[src/rtl/rom_stream_loader_pkg.sv]
// Shared definitions for the boot-time ROM stream loader: FSM state encoding,
// default frame start byte and the checksum helper.
package rom_stream_loader_pkg;

  localparam logic [2:0] S_IDLE  = 3'd0;
  localparam logic [2:0] S_LEN0  = 3'd1;
  localparam logic [2:0] S_LEN1  = 3'd2;
  localparam logic [2:0] S_DATA  = 3'd3;
  localparam logic [2:0] S_CSUM  = 3'd4;
  localparam logic [2:0] S_DONE  = 3'd5;
  localparam logic [2:0] S_ERROR = 3'd6;

  localparam logic [7:0] MAGIC_DEFAULT = 8'hA5;

  // Modulo-256 running sum of payload bytes.
  function automatic logic [7:0] csum_add(input logic [7:0] sum, input logic [7:0] b);
    return sum + b;
  endfunction

endpackage

[src/rtl/rom_stream_loader_if.sv]
// Byte-stream input and ROM write port of the loader, bundled as one interface.
interface rom_stream_loader_if #(
  parameter int ADDR_W = 12
) ();

  logic              rx_valid;
  logic [7:0]        rx_data;
  logic              rx_ready;
  logic              rom_we;
  logic [ADDR_W-1:0] rom_addr;
  logic [31:0]       rom_wdata;

  // master: byte source and ROM; slave: the loader itself
  modport master (
    output rx_valid, rx_data,
    input  rx_ready, rom_we, rom_addr, rom_wdata
  );

  modport slave (
    input  rx_valid, rx_data,
    output rx_ready, rom_we, rom_addr, rom_wdata
  );

endinterface

[src/rtl/rom_stream_loader_word_pack.sv]
// Little-endian byte-to-word packer with byte counter and payload checksum.
// o_word/o_word_done present the completed word in the cycle of the 4th byte.
module loader_word_pack
  import rom_stream_loader_pkg::*;
(
  input  logic        clk,
  input  logic        rst,
  input  logic        i_clear,
  input  logic        i_byte_vld,
  input  logic [7:0]  i_byte,
  output logic [31:0] o_word,
  output logic        o_word_done,
  output logic [7:0]  o_csum
);

  logic [31:0] r_shift;
  logic [1:0]  r_cnt;
  logic [7:0]  r_csum;
  logic [31:0] w_word;

  assign w_word      = {i_byte, r_shift[31:8]};
  assign o_word      = w_word;
  assign o_word_done = i_byte_vld && (r_cnt == 2'd3);
  assign o_csum      = r_csum;

  always_ff @(posedge clk or posedge rst) begin
    if (rst) begin
      r_shift <= '0;
      r_cnt   <= '0;
      r_csum  <= '0;
    end else if (i_clear) begin
      r_shift <= '0;
      r_cnt   <= '0;
      r_csum  <= '0;
    end else if (i_byte_vld) begin
      r_shift <= w_word;
      r_cnt   <= r_cnt + 2'd1;
      r_csum  <= csum_add(r_csum, i_byte);
    end
  end

endmodule

[src/rtl/rom_stream_loader.sv]
// Boot loader: parses MAGIC/LEN/payload/CSUM frames, writes words to ROM from
// address 0 and releases the core only after a checksum-valid image.
module rom_stream_loader
  import rom_stream_loader_pkg::*;
#(
  parameter int         ADDR_W  = 12,
  parameter int         TIMEOUT = 100000,
  parameter logic [7:0] MAGIC   = MAGIC_DEFAULT
) (
  input  logic               clk,
  input  logic               rst,
  rom_stream_loader_if.slave bus,
  input  logic               i_rearm,
  output logic               o_core_hold,
  output logic               o_done,
  output logic               o_err
);

  localparam int               TMO_W    = $clog2(TIMEOUT + 1);
  localparam logic [TMO_W-1:0] TMO_LAST = TMO_W'(TIMEOUT - 1);
  localparam logic [32:0]      LEN_MAX  = 33'd1 << ADDR_W;

  logic [2:0]        r_state;
  logic [7:0]        r_len_lo;
  logic [15:0]       r_len;
  logic [15:0]       r_word_idx;
  logic [TMO_W-1:0]  r_tmo;
  logic              r_rom_we;
  logic [ADDR_W-1:0] r_rom_addr;
  logic [31:0]       r_rom_wdata;
  logic              r_core_hold;
  logic              r_done;
  logic              r_err;

  logic        w_rx_ready;
  logic        w_acc;
  logic        w_frame_start;
  logic        w_clear;
  logic        w_data_acc;
  logic [15:0] w_len;
  logic        w_tmo_active;
  logic        w_tmo_hit;
  logic [31:0] w_word;
  logic        w_word_done;
  logic [7:0]  w_csum;

  assign w_rx_ready    = (r_state != S_DONE) && (r_state != S_ERROR);
  // rearm takes priority: a byte offered in the same cycle is dropped
  assign w_acc         = bus.rx_valid && w_rx_ready && !i_rearm;
  assign w_frame_start = w_acc && (r_state == S_IDLE) && (bus.rx_data == MAGIC);
  assign w_clear       = i_rearm || w_frame_start;
  assign w_data_acc    = w_acc && (r_state == S_DATA);
  assign w_len         = {bus.rx_data, r_len_lo};
  assign w_tmo_active  = (r_state == S_LEN0) || (r_state == S_LEN1) ||
                         (r_state == S_DATA) || (r_state == S_CSUM);
  assign w_tmo_hit     = w_tmo_active && !w_acc && (r_tmo == TMO_LAST);

  loader_word_pack u_pack (
    .clk         (clk),
    .rst         (rst),
    .i_clear     (w_clear),
    .i_byte_vld  (w_data_acc),
    .i_byte      (bus.rx_data),
    .o_word      (w_word),
    .o_word_done (w_word_done),
    .o_csum      (w_csum)
  );

  always_ff @(posedge clk or posedge rst) begin
    if (rst) begin
      r_state     <= S_IDLE;
      r_len_lo    <= '0;
      r_len       <= '0;
      r_word_idx  <= '0;
      r_tmo       <= '0;
      r_rom_we    <= 1'b0;
      r_rom_addr  <= '0;
      r_rom_wdata <= '0;
      r_core_hold <= 1'b1;
      r_done      <= 1'b0;
      r_err       <= 1'b0;
    end else begin
      r_rom_we <= 1'b0;
      if (i_rearm) begin
        r_state     <= S_IDLE;
        r_len_lo    <= '0;
        r_len       <= '0;
        r_word_idx  <= '0;
        r_tmo       <= '0;
        r_core_hold <= 1'b1;
        r_done      <= 1'b0;
        r_err       <= 1'b0;
      end else begin
        if (w_tmo_active)
          r_tmo <= w_acc ? '0 : r_tmo + TMO_W'(1);
        if (w_word_done) begin
          r_rom_we    <= 1'b1;
          r_rom_addr  <= ADDR_W'(r_word_idx);
          r_rom_wdata <= w_word;
          r_word_idx  <= r_word_idx + 16'd1;
        end
        if (w_tmo_hit) begin
          r_state <= S_ERROR;
          r_err   <= 1'b1;
        end else if (w_acc) begin
          case (r_state)
            S_IDLE: begin
              if (w_frame_start) begin
                r_state    <= S_LEN0;
                r_word_idx <= '0;
                r_tmo      <= '0;
              end
            end
            S_LEN0: begin
              r_len_lo <= bus.rx_data;
              r_state  <= S_LEN1;
            end
            S_LEN1: begin
              r_len <= w_len;
              if ({17'd0, w_len} > LEN_MAX) begin
                r_state <= S_ERROR;
                r_err   <= 1'b1;
              end else if (w_len == 16'd0) begin
                r_state <= S_CSUM;
              end else begin
                r_state <= S_DATA;
              end
            end
            S_DATA: begin
              if (w_word_done && (r_word_idx + 16'd1 == r_len))
                r_state <= S_CSUM;
            end
            S_CSUM: begin
              if (bus.rx_data == w_csum) begin
                r_state     <= S_DONE;
                r_done      <= 1'b1;
                r_core_hold <= 1'b0;
              end else begin
                r_state <= S_ERROR;
                r_err   <= 1'b1;
              end
            end
            default: ;
          endcase
        end
      end
    end
  end

  assign bus.rx_ready  = w_rx_ready;
  assign bus.rom_we    = r_rom_we;
  assign bus.rom_addr  = r_rom_addr;
  assign bus.rom_wdata = r_rom_wdata;
  assign o_core_hold   = r_core_hold;
  assign o_done        = r_done;
  assign o_err         = r_err;

endmodule

[src/flat_wrapper.sv]
// flat-port wrapper written by rule: the top's interface ports become plain ports
module rom_stream_loader_flat import rom_stream_loader_pkg::*;
#(
  parameter int         ADDR_W  = 12,
  parameter int         TIMEOUT = 100000,
  parameter logic [7:0] MAGIC   = MAGIC_DEFAULT
)
  (clk, rst, i_rearm, o_core_hold, o_done, o_err, bus_rx_valid, bus_rx_data, bus_rx_ready, bus_rom_we, bus_rom_addr, bus_rom_wdata);
  rom_stream_loader_if #(.ADDR_W(ADDR_W)) bus_i ();
  input  logic clk;
  input  logic rst;
  input  logic i_rearm;
  output logic o_core_hold;
  output logic o_done;
  output logic o_err;
  input wire logic [$bits(bus_i.rx_valid)-1:0] bus_rx_valid;
  input wire logic [$bits(bus_i.rx_data)-1:0] bus_rx_data;
  output wire logic [$bits(bus_i.rx_ready)-1:0] bus_rx_ready;
  output wire logic [$bits(bus_i.rom_we)-1:0] bus_rom_we;
  output wire logic [$bits(bus_i.rom_addr)-1:0] bus_rom_addr;
  output wire logic [$bits(bus_i.rom_wdata)-1:0] bus_rom_wdata;
  assign bus_i.rx_valid = bus_rx_valid;
  assign bus_i.rx_data = bus_rx_data;
  assign bus_rx_ready = bus_i.rx_ready;
  assign bus_rom_we = bus_i.rom_we;
  assign bus_rom_addr = bus_i.rom_addr;
  assign bus_rom_wdata = bus_i.rom_wdata;
  rom_stream_loader #(.ADDR_W(ADDR_W), .TIMEOUT(TIMEOUT), .MAGIC(MAGIC)) u_core (.clk(clk), .rst(rst), .bus(bus_i), .i_rearm(i_rearm), .o_core_hold(o_core_hold), .o_done(o_done), .o_err(o_err));
endmodule
[config.mk]
export PLATFORM = sky130hd
export DESIGN_NAME = rom_stream_loader_flat
export DESIGN_NICKNAME = d
export VERILOG_FILES = /design/src/rtl/rom_stream_loader_pkg.sv /design/src/rtl/rom_stream_loader_if.sv /design/src/rtl/rom_stream_loader_word_pack.sv /design/src/rtl/rom_stream_loader.sv /design/src/flat_wrapper.sv
export SDC_FILE = /design/constraint.sdc
export NUM_CORES = 1
export LEC_CHECK = 0
export ABC_AREA = 1
export BUFFER_PORTS_ARGS = -buffer_cell sky130_fd_sc_hd__buf_2
export CAP_MARGIN = 20
export CORE_UTILIZATION = 50
export DETAILED_ROUTE_END_ITERATION = 8
export HOLD_SLACK_MARGIN = 0.06
export PLACE_DENSITY = 0.67
export SLEW_MARGIN = 15
export SYNTH_ARGS = -nofsm -noshare
export SYNTH_HDL_FRONTEND = slang
export SYNTH_SLANG_ARGS = --single-unit
[constraint.sdc]
create_clock -name clk -period 10.3 [get_ports clk]
set_input_delay 0 -clock clk [delete_from_list [all_inputs] [get_ports clk]]
set_output_delay 0 -clock clk [all_outputs]
set_load 0.02 [all_outputs]
==> impl_metrics.tcl <==
set metrics [dict create \
    yosys.area.top_type "dfrtp_1" \
    vias 5854 \
    detail-route-antenna-nets 0 \
    areaGrowthSynthToFinish_pct 16.9 \
    initial_core_util 0.519 \
    hpwl_um 11200 \
    cts_buffers 17 \
    leakage_nw 3.81 \
    cpMostUsedCell "buf_4" \
    syn_inst 830 \
    layout_min_cycle_time_ns 2.77 \
    synth_warnings 0 \
    post-route-util 0.606 \
    ys_ff_latch 142 \
    tightestPinTransition_ns 0.782 \
    comb_power_share 0.136 \
    firstDrtPassIters 5 \
    root_buffer "clkbuf_16" \
    internal_power_mw 1.02 \
    cp_max_fo 69 \
    grt_util_met2 0.385 \
    path_class "primary input to flip-flop" \
    final_cell_mix "nand2_1, dfrtp_1, inv_1" \
    drv_cap 0 \
    grt_pass1_wl_um 27600 \
    final_common_cell "nand2_1" \
    fmax_mhz 361 \
    diodes 0 \
    grtUsageTotal 0.245 \
    synth-xor-area-share 0.00506 \
    clkLatencyLatePin_ns 0.43 \
    setup_viol 0 \
    pin_count 61 \
    drtIter0Drc 489 \
    cp_cell_sequence "dlygate4sd3_1 > buf_2 > inv_1 > nand4_2 > buf_4 > nor2_4 > inv_2 > buf_4 > nor2_1 > a211oi_1" \
    syn_area_mm2 0.00692 \
    crit_arrival_ns 3.11 \
    post_cts_resized 0 \
    crit_path_start_kind "primary input" \
    powerDensity_mw_per_mm2 177 \
    cts.sinks 142 \
    wirelength_um 16200 \
    clockPowerShare 0.441 \
    synth_fa_ha_area_frac 0.0210 \
    row_count 42 \
    skew_ns 0.00624 \
    die_h_um 120 \
    status "complete, no violations" \
    fin_cells 1089 \
    placedInstanceArea_mm2 0.00737 \
    synth-simple-area-share 0.242 \
    final_nets 923 \
    slew_viol_final 0 \
    path_clk_slew_ns 0.06 \
    switching_share 0.289 \
    synth_top_family_by_area "simple AND/OR/NAND/NOR gates" \
    power_switching_mw 0.414 \
    seq_area_frac_synth 0.513 \
    ctsHoldBuffers 12 \
    grt_overflow 0 \
    wl_per_cell_um 14.9 \
    die_area_mm2 0.0143 \
    setup_tns_ns 0 \
    worstHoldPathType "primary input to async pin" \
    core_mm2 0.0133 \
    cts_max_level 4 \
    clk_path_buf_depth 2 \
    synth.distinct_cells 42 \
    required_ns 10.64 \
    max_stage_delay_ns 0.54 \
    grt_max_degree 86 \
    grt_pass1_vias 5804 \
    layout-drive-gt1-share 0.159 \
    seq_power_share 0.423 \
    die_x_um 120 \
    cp-end-kind "flip-flop" \
    placed_cells 1045 \
    synth_area_leaders "dfrtp_1, nand2_1, o21ai_0" \
    slew_headroom 0.479 \
    avgSynthCellArea_um2 8.34 \
    hold_viol 0 \
    busiest_layer "met2" \
    grt_antenna_before_repair 0 \
    use_met1 0.330 \
    post_synth_mux_area_share 0 \
    finalCritPeriodShare 0.269 \
    use_met3 0.0485 \
    synth_compound_area_frac 0.141 \
    syn-num-nets 853 \
    synth_top_area_frac 0.510 \
    vias_per_cell 5.38 \
    stdcell_area_mm2 0.00810 \
    rsz0062_at_grt "false" \
    routabilityCongestion 0.899 \
    io_buffer_count 60 \
    ir_drop_mv 0.128 \
    drc 0 \
    hold_slack_ns 0.236 \
    cts_setup_buffers 0 \
    slowest_stage "buf_4" \
    cts_tree "yes" \
]
## sequential cells by signal, indices dropped and copies added, names as in the netlist
register and cells:
u_core.o_done 1, u_core.bus.rom_we 1, u_core.r_tmo 17, u_core.o_core_hold 1, u_core.u_pack.o_csum 8, u_core.bus.rom_wdata 32
u_core.r_len 16, u_core.bus.rom_addr 12, u_core.u_pack.r_shift 24, u_core.o_err 1, u_core.r_state 3, u_core.u_pack.r_cnt 2
u_core.r_word_idx 16, u_core.r_len_lo 8
## worst paths after layout
kind,endpoint,slack [ns],cells past startpoint,startpoint
min in group clk,u_core.bus.rom_addr[1]$_DFFE_PP0P_,0.47,2,u_core.bus.rom_addr[1]$_DFFE_PP0P_
worst max-delay path,u_core.r_word_idx[9]$_DFF_PP0_,7.53,10,i_rearm
worst max register to register,u_core.r_word_idx[0]$_DFF_PP0_,7.63,9,u_core.r_state[0]$_DFFE_PP0P_
worst min-delay path,u_core.bus.rom_wdata[11]$_DFFE_PP0P_,0.24,3,rst
worst min register to register,u_core.bus.rom_addr[1]$_DFFE_PP0P_,0.47,2,u_core.bus.rom_addr[1]$_DFFE_PP0P_
max in group asynchronous,u_core.r_len_lo[4]$_DFFE_PP0P_,8.81,4,rst
## cells in the mapped netlist (all sizes together)
library cell,instances
a211oi,9
a21oi,27
a221oi,1
a22o,2
a22oi,1
a31o,1
a31oi,5
a32o,2
a32oi,1
buf,9
clkbuf,16
dfrtp,141
dfstp,1
fa,1
ha,10
inv,115
nand2,196
nand3,60
nand4,16
nor2,71
nor3,10
nor4,6
o21ai,98
o21bai,2
o22ai,24
or2,1
xnor2,1
xor2,3
## area by class of cell
cell class                 count  area, um2
clock buffer                  19        453
clock inverter                13        153
fill                        1168       5250
inverter                     115        437
multi-input combinational    548       2830
sequential                   142       3550
tap                          176        220
timing repair buffer          76        450
## per-layer routing
metal	routed length, um	up-vias	part of all wire
met5	0	-	0
met4	345	0	0.021
met3	659	29	0.041
met2	7540	136	0.46
met1	7700	2805	0.47
li1	-	2884	-
## stage by stage
step                total power [mW]  setup WS (ns)
finish                          1.43           7.53
global route                    1.49           7.21
CTS                             1.44           7.56
detailed placement             0.806           7.64
global placement               0.797           7.74
floorplan                      0.757           6.49
## power by group through the flow
stage          clock network, mW  logic (mW)  registers (mW)
2_1_floorplan                  0       0.145           0.612
3_3_place_gp                   0       0.184           0.613
3_5_place_dp                   0       0.191           0.615
4_1_cts                    0.638       0.194           0.605
5_1_grt                    0.660       0.221           0.609
6_report                   0.631       0.195           0.606
## critical path: cells and delay by family
kind	cells	cell delay [ns]
buffers and inverters	6	2.38
and+or+nand+nor	3	0.45
AOI/OAI and AO/OA	1	0.21
## cell families after synthesis
group / after synthesis
AND/OR/NAND/NOR: 360
flip-flops: 142
adder cells (fa/ha/maj): 11
XOR/XNOR: 4
AO/OA/AOI/OAI: 173
buffers and inverters: 140
Note: power is estimated with default switching activity, not from simulation.
